File: config.mk
export PLATFORM = sky130hd
export DESIGN_NAME = usb_rx_ctrl
export DESIGN_NICKNAME = d
export VERILOG_FILES = /design/src/rtl/usb_rx_ctrl.sv
export SDC_FILE = /design/constraint.sdc
export NUM_CORES = 1
export LEC_CHECK = 0
export ABC_CLOCK_PERIOD_IN_PS = 2160
export CAP_MARGIN = 0
export CORE_ASPECT_RATIO = 0.9
export CORE_UTILIZATION = 45
export CTS_CLUSTER_DIAMETER = 50
export DETAILED_ROUTE_END_ITERATION = 6
export PLACE_DENSITY_LB_ADDON = 0.12
export SLEW_MARGIN = 5
export SYNTH_ARGS = -nofsm -noshare
export SYNTH_HDL_FRONTEND = slang
export SYNTH_SLANG_ARGS = --single-unit
File: constraint.sdc
create_clock -name clk -period 2.16 [get_ports clk]
set_clock_uncertainty 0.2 [all_clocks]
set_input_delay 0.432 -clock clk [delete_from_list [all_inputs] [get_ports clk]]
set_output_delay 0.432 -clock clk [all_outputs]
set_load 0.02 [all_outputs]
File: src/rtl/usb_rx_ctrl.sv
`default_nettype none
// ============================================================================
//  Module      : usb_rx_ctrl
//  Description : USB receive packet sequencer. Resynchronises the bit timer
//                at packet start, validates SYNC, strips stuffed bits,
//                assembles LSB-first bytes into the RX FIFO and checks the
//                SE0-SE0-J end-of-packet sequence.
//  Revision    : 1.0 - initial release
// ============================================================================
module usb_rx_ctrl #(
   parameter logic [7:0] SYNC_BYTE = 8'h80,
   parameter int         STUFF_LEN = 6
) (
   input  logic       clk,
   input  logic       rst,
   input  logic       d_edge,
   input  logic       en_sample,
   input  logic       d_orig,
   input  logic       eop,
   input  logic       fifo_full,
   output logic       timer_clear,
   output logic       rcving,
   output logic       r_error,
   output logic       w_enable,
   output logic [7:0] rx_data
);

   // Run length of 1s after which a stuffed 0 must follow (fits ones_cnt).
   localparam logic [2:0] STUFF_MAX = 3'(STUFF_LEN);

   typedef enum logic [2:0] {
      S_IDLE     = 3'd0,
      S_SYNC     = 3'd1,
      S_RECEIVE  = 3'd2,
      S_WRITE    = 3'd3,
      S_EOP2     = 3'd4,
      S_EOP_J    = 3'd5,
      S_ERR_WAIT = 3'd6,
      S_ERR_EOP  = 3'd7
   } state_t;

   state_t     state;
   logic [7:0] shreg;
   logic [3:0] bit_cnt;
   logic [2:0] ones_cnt;

   logic [7:0] shifted;
   logic [2:0] ones_nxt;
   logic       byte_done;

   // Byte as it would look after accepting the current bit (LSB-first).
   assign shifted   = {d_orig, shreg[7:1]};
   // Run-length of 1s including the current bit, saturating at the stuff limit.
   assign ones_nxt  = !d_orig                 ? 3'd0 :
                      (ones_cnt == STUFF_MAX) ? ones_cnt :
                                                ones_cnt + 3'd1;
   // The bit being accepted now is the eighth of the byte.
   assign byte_done = (bit_cnt == 4'd7);

   // Timer restart must hit the same cycle the packet-start edge is seen.
   assign timer_clear = (state == S_IDLE) && d_edge;
   assign rcving      = (state != S_IDLE);
   // Decoded from the state flop so a reset mid-write drops it immediately.
   assign w_enable    = (state == S_WRITE) && !fifo_full;

   // Packet sequencer: state, shift register, counters, data and sticky error.
   always_ff @(posedge clk or posedge rst) begin
      if (rst) begin
         state    <= S_IDLE;
         shreg    <= 8'h00;
         bit_cnt  <= 4'd0;
         ones_cnt <= 3'd0;
         rx_data  <= 8'h00;
         r_error  <= 1'b0;
      end else begin
         case (state)
            S_IDLE: begin
               if (d_edge) begin
                  r_error  <= 1'b0;
                  bit_cnt  <= 4'd0;
                  ones_cnt <= 3'd0;
                  state    <= S_SYNC;
               end
            end

            S_SYNC: begin
               if (en_sample) begin
                  if (eop) begin
                     r_error <= 1'b1;
                     state   <= S_ERR_EOP;
                  end else begin
                     shreg    <= shifted;
                     ones_cnt <= ones_nxt;
                     if (byte_done) begin
                        bit_cnt <= 4'd0;
                        if (shifted == SYNC_BYTE) begin
                           state <= S_RECEIVE;
                        end else begin
                           r_error <= 1'b1;
                           state   <= S_ERR_WAIT;
                        end
                     end else begin
                        bit_cnt <= bit_cnt + 4'd1;
                     end
                  end
               end
            end

            S_RECEIVE: begin
               if (en_sample) begin
                  if (eop) begin
                     // EOP is only legal on a byte boundary.
                     if (bit_cnt == 4'd0) begin
                        state <= S_EOP2;
                     end else begin
                        r_error <= 1'b1;
                        state   <= S_ERR_EOP;
                     end
                  end else if (ones_cnt == STUFF_MAX) begin
                     // This bit must be the stuffed 0; drop it from the data.
                     if (d_orig) begin
                        r_error <= 1'b1;
                        state   <= S_ERR_WAIT;
                     end else begin
                        ones_cnt <= 3'd0;
                     end
                  end else begin
                     shreg    <= shifted;
                     ones_cnt <= ones_nxt;
                     if (byte_done) begin
                        rx_data <= shifted;
                        bit_cnt <= 4'd0;
                        state   <= S_WRITE;
                     end else begin
                        bit_cnt <= bit_cnt + 4'd1;
                     end
                  end
               end
            end

            S_WRITE: begin
               // Single cycle; strobe spacing guarantees no en_sample here.
               if (fifo_full) begin
                  r_error <= 1'b1;
                  state   <= S_ERR_WAIT;
               end else begin
                  state <= S_RECEIVE;
               end
            end

            S_EOP2: begin
               if (en_sample) begin
                  if (eop) begin
                     state <= S_EOP_J;
                  end else begin
                     r_error <= 1'b1;
                     state   <= S_ERR_WAIT;
                  end
               end
            end

            S_EOP_J: begin
               if (en_sample) begin
                  if (eop) begin
                     r_error <= 1'b1;
                     state   <= S_ERR_WAIT;
                  end else begin
                     state <= S_IDLE;
                  end
               end
            end

            S_ERR_WAIT: begin
               if (en_sample && eop) begin
                  r_error <= 1'b1;
                  state   <= S_ERR_EOP;
               end
            end

            S_ERR_EOP: begin
               if (en_sample && !eop) begin
                  state <= S_IDLE;
               end
            end

            default: begin
               state <= S_IDLE;
            end
         endcase
      end
   end

endmodule
`default_nettype wire

Yosys cells after proc, flatten, opt, wreduce, memory -nomap -nowiden
Cells that the tools add are included.
Widths: inputs -> output; s select.
- add/sub/neg operators: 2
- eq/ne operators: 31
- muxes and demuxes: 60
- bitwise gates (word level): 2
- reduce and logical (&&, ||, !) cells: 18
- operators with widths (operator ; number):
    $mux 3 ; 25
    $mux 8 ; 5
    $mux 4 ; 7
    $ne 2x2->1 const B ; 13
    $pmux 3 s8 ; 1
    $ne 3x3->1 const B ; 6
    $mux 1 ; 16
    $pmux 8 s2 ; 1
    $eq 3x3->1 const B ; 5
    $reduce_and 15->1 ; 1
    $reduce_and 7->1 ; 2
    $pmux 4 s3 ; 1
    $reduce_and 10->1 ; 1
    $pmux 3 s3 ; 1
    $eq 8x8->1 const B ; 1
    $ne 4x4->1 const B ; 2
    $pmux 1 s7 ; 1
    $reduce_bool 7->1 ; 1
    $eq 3x2->1 const B ; 2
    $reduce_and 6->1 ; 1
    $reduce_bool 3->1 ; 2
    $reduce_and 5->1 ; 1
    $add 4x1->4 const B ; 1
    $eq 4x3->1 const B ; 1
    other kinds (9) ; 15
- register bits after elaboration: 27
- input bits: 7
- output and inout bits: 12

Longest topological paths before layout
- depth in word-level cells: 7
- gate-level depth with buffers: 8
- mapped depth without buffers: 7

Least setup slack after synthesis
No wires, ideal clock.
- path type: register to output
- start point: register ones_cnt[0] (netlist name)
- end point: output timer_clear
- arrival time: 1.704 ns
- data required time: 1.528 ns
- slack: -0.176 ns
- stages on the path, launching flop included: 9
- path through: dfrtp_1 inv_1 ha_1 and2_1 buf_2 a21o_1 a21oi_1 nor4_4 nor2b_1
- RTL lines (item ; RTL line ; text):
    end, declared ; 21 ; output logic timer_clear,

Final worst setup path
- start point: register state[1]
- end point: output timer_clear
- word-level cells in the longest chain between the ends: 2
- ends and longest elaborated chain (item ; RTL line ; text):
    start, declared ; 42 ; state_t state;
    start signal, assigned ; 69 ; state <= S_IDLE;
    start signal, assigned ; 82 ; state <= S_SYNC;
    start signal, assigned ; 90 ; state <= S_ERR_EOP;
    $logic_not 3->1 ; 61 ; assign timer_clear = (state == S_IDLE) && d_edge;
    $logic_and 1x1->1 ; 61 ;
Every way passes these cells.

==> impl_metrics.tcl <==
set metrics [dict create \
    outcome "complete, but fails checks" \
    violations "negative setup slack" \
    synth_common_cells "26 x dfrtp_1, 12 x mux2_1, 10 x nor2_1, 9 x o21ai_0, 8 x nand2_1" \
    yosysWarnings 0 \
    fmax_mhz 392 \
    antenna_cells 0 \
    slew_headroom 0.779 \
    setup_slack_ns -0.393 \
    dpl_worst_slack_ns -1.02 \
    place_congestion 0.852 \
    synthArstFlopShare 1.00 \
    ir_drop_uv 639 \
    crit_arrival_ns 1.92 \
    htree_num_levels 1 \
    synth_cell_type_count 48 \
    rsz0062_at_grt "true" \
    io_pins 19 \
    path_clk_slew_ns 0.09 \
    core_mm2 0.00335 \
    row_count 20 \
    numCtsBuffers 3 \
    hold_path.class "flip-flop to flip-flop" \
    finalCriticalPeriod_ns 2.55 \
    root_buffer "clkbuf_8" \
    synthMuxAreaShare 0.142 \
    dr_wl_met3_um 144 \
    final_cells 276 \
    syn_nets 165 \
    synth-simple-area-share 0.196 \
    avgSynthCellArea_um2 10.2 \
    cp_max_fo 8 \
    routedWlPerCell_um 14.7 \
    ys_seq_area_frac 0.412 \
    via_count 1441 \
    antenna_found_initial 0 \
    cp-start-kind "flip-flop" \
    synth_compound_area_frac 0.170 \
    cts_sinks 26 \
    portBuffers 18 \
    track_usage 0.229 \
    wl_um 4050 \
    synthFlopType "dfrtp_1" \
    synth_most_common_cell "dfrtp_1" \
    dp_hpwl_um 2830 \
    wl_met1_um 1900 \
    tightestPinTransition_ns 0.329 \
    maxUsedRoutingLayer "met4" \
    crit_path_end_kind "primary output" \
    syn-instance-count 154 \
    yosys.area.top_type "dfrtp_1" \
    mappedNetlistArea_mm2 0.00158 \
    area_growth_pct 53.0 \
    yosysTopAreaCellShare 0.412 \
    hold_buffers 0 \
    slew_viol_final 0 \
    drc_errors 0 \
    drive_gt1_frac 0.422 \
    firstDrtPassIters 4 \
    setup-violations-final 5 \
    clock_path_buffers 2 \
    powerDensity_mw_per_mm2 1240 \
    crit_type "flip-flop to primary output" \
    p_total_w 0.00300 \
    yosys-top-cells-area "dfrtp_1 41%, mux2_1 8.6%, mux2_2 5.0%" \
    finalHoldViolations 0 \
    fp.dieW_um 64.4 \
    ant_nets 0 \
    grt_pass1_wl_um 6510 \
    viasPerCell 5.22 \
    yosys.area_share.xor_xnor 0 \
    grt_pass1_vias 1433 \
    place_inst 262 \
    drt_iter0_markers 55 \
    required_ns 1.53 \
    layout.nets 244 \
    cap_violations 0 \
    yosys.area_share.adder 0.0317 \
    wl_met2_um 1960 \
    hold_slack_ns 0.292 \
    ys_ff_latch 26 \
    synth_top_family_by_area "simple AND/OR/NAND/NOR gates" \
    cts_tree "yes" \
    grt_max_degree 27 \
    overflow 0 \
    dieArea_mm2 0.00375 \
    die_h_um 58.2 \
    initial_core_util 0.471 \
    power_leakage_nw 1.16 \
    fin_crit_sh 1.18 \
    fill_cells 267 \
    clock_latency_ns 0.28 \
    synth_edf_count 0 \
]
[worst paths after layout]
path / start / end / slack, ns / depth (start not counted)
hold / removal: r_error / r_error / 0.29 / 1
max in group asynchronous: rst / state[1] / 1.18 / 3
min in group asynchronous: rst / rx_data[5] / 0.30 / 3
hold reg to reg: r_error / r_error / 0.29 / 1
setup reg to reg: state[1] / r_error / -0.20 / 9
setup / recovery: state[1] / timer_clear / -0.39 / 7
[layout make-up]
| cell class | count | area, um2 | share of cell area |
|---|---|---|---|
| clock buffer | 3 | 41.3 | 0.0171 |
| multi-input combinational | 113 | 923 | 0.383 |
| inverter | 9 | 33.8 | 0.0140 |
| tap | 44 | 55.1 | 0.0228 |
| sequential | 26 | 653 | 0.271 |
| clock inverter | 1 | 30.0 | 0.0124 |
| timing repair buffer | 80 | 677 | 0.280 |
[power by group]
part / switching (W) / internal (W)
clock: 0.000162 / 0.000248
sequential: 0.000109 / 0.000618
combinational: 0.000840 / 0.00103
total: 0.00111 / 0.00189
[cell families after synthesis]
logic type	after synthesis
compound gates	37
fa+ha+maj	4
buf+inv	16
flops	26
mux	20
simple gates	51
[state kept, by name, summed over array words and instances (netlist names)]
| name | flops |
|---|---|
| shreg | 7 |
| r_error | 1 |
| ones_cnt | 3 |
| rx_data | 8 |
| bit_cnt | 4 |
| state | 3 |
[repair_timing]
item                                    CTS  global route
pin swaps                                 3             4
endpoints found under the setup margin    7            13
buffers inserted                          5             4
gates cloned                              0             1
gates resized for setup                  23            17
[layout by cell type (no fill, tap or decap), drive strengths merged]
cell type      instances
dlygate4sd2            3
nor2                  11
and2                   2
and3b                  1
buf                   64
nor3b                  2
and2b                  1
a21o                   1
o21ai                 13
nand3                  6
and4b                  1
nand2                  8
nor2b                  3
clkbuf                 4
a21oi                  8
or4                    1
nand2b                 6
o21a                   1
a31o                   1
ha                     4
o211ai                 2
and3                   1
o31ai                  2
o221ai                 2
mux2                  19
bufinv                 1
dfrtp                 26
nor3                   3
nand3b                 2
dlymetal6s2s           1
a211oi                 1
o311ai                 1
clkdlybuf4s50         11
o22a                   2
o32ai                  1
nand4bb                1
a31oi                  3
mux2i                  1
inv                    9
nor4                   2
[worst max-delay path, cell delays in order (launching register included)]
cell	delay, ns
dfrtp_2	0.47
nand2b_1	0.19
nand2b_1	0.19
buf_4	0.16
o311ai_4	0.29
nor4_4	0.09
nor2b_4	0.14
buf_6	0.12
[layer usage]
metal,vias up,GRT usage
met5,-,0
met4,0,0.0603
met3,6,0.0413
met2,35,0.397
met1,681,0.294
li1,719,-
[through the flow]
step,util,setup TNS [ns],area [um2]
after floorplan,-,0,1610
after global placement,0.657,-5.36,2200
after detailed placement,0.657,-5.91,2200
after CTS,0.694,-0.342,2330
after global routing,0.720,-1.29,2410
final,0.720,-0.813,2410
Power figures use the tool's default switching activity.
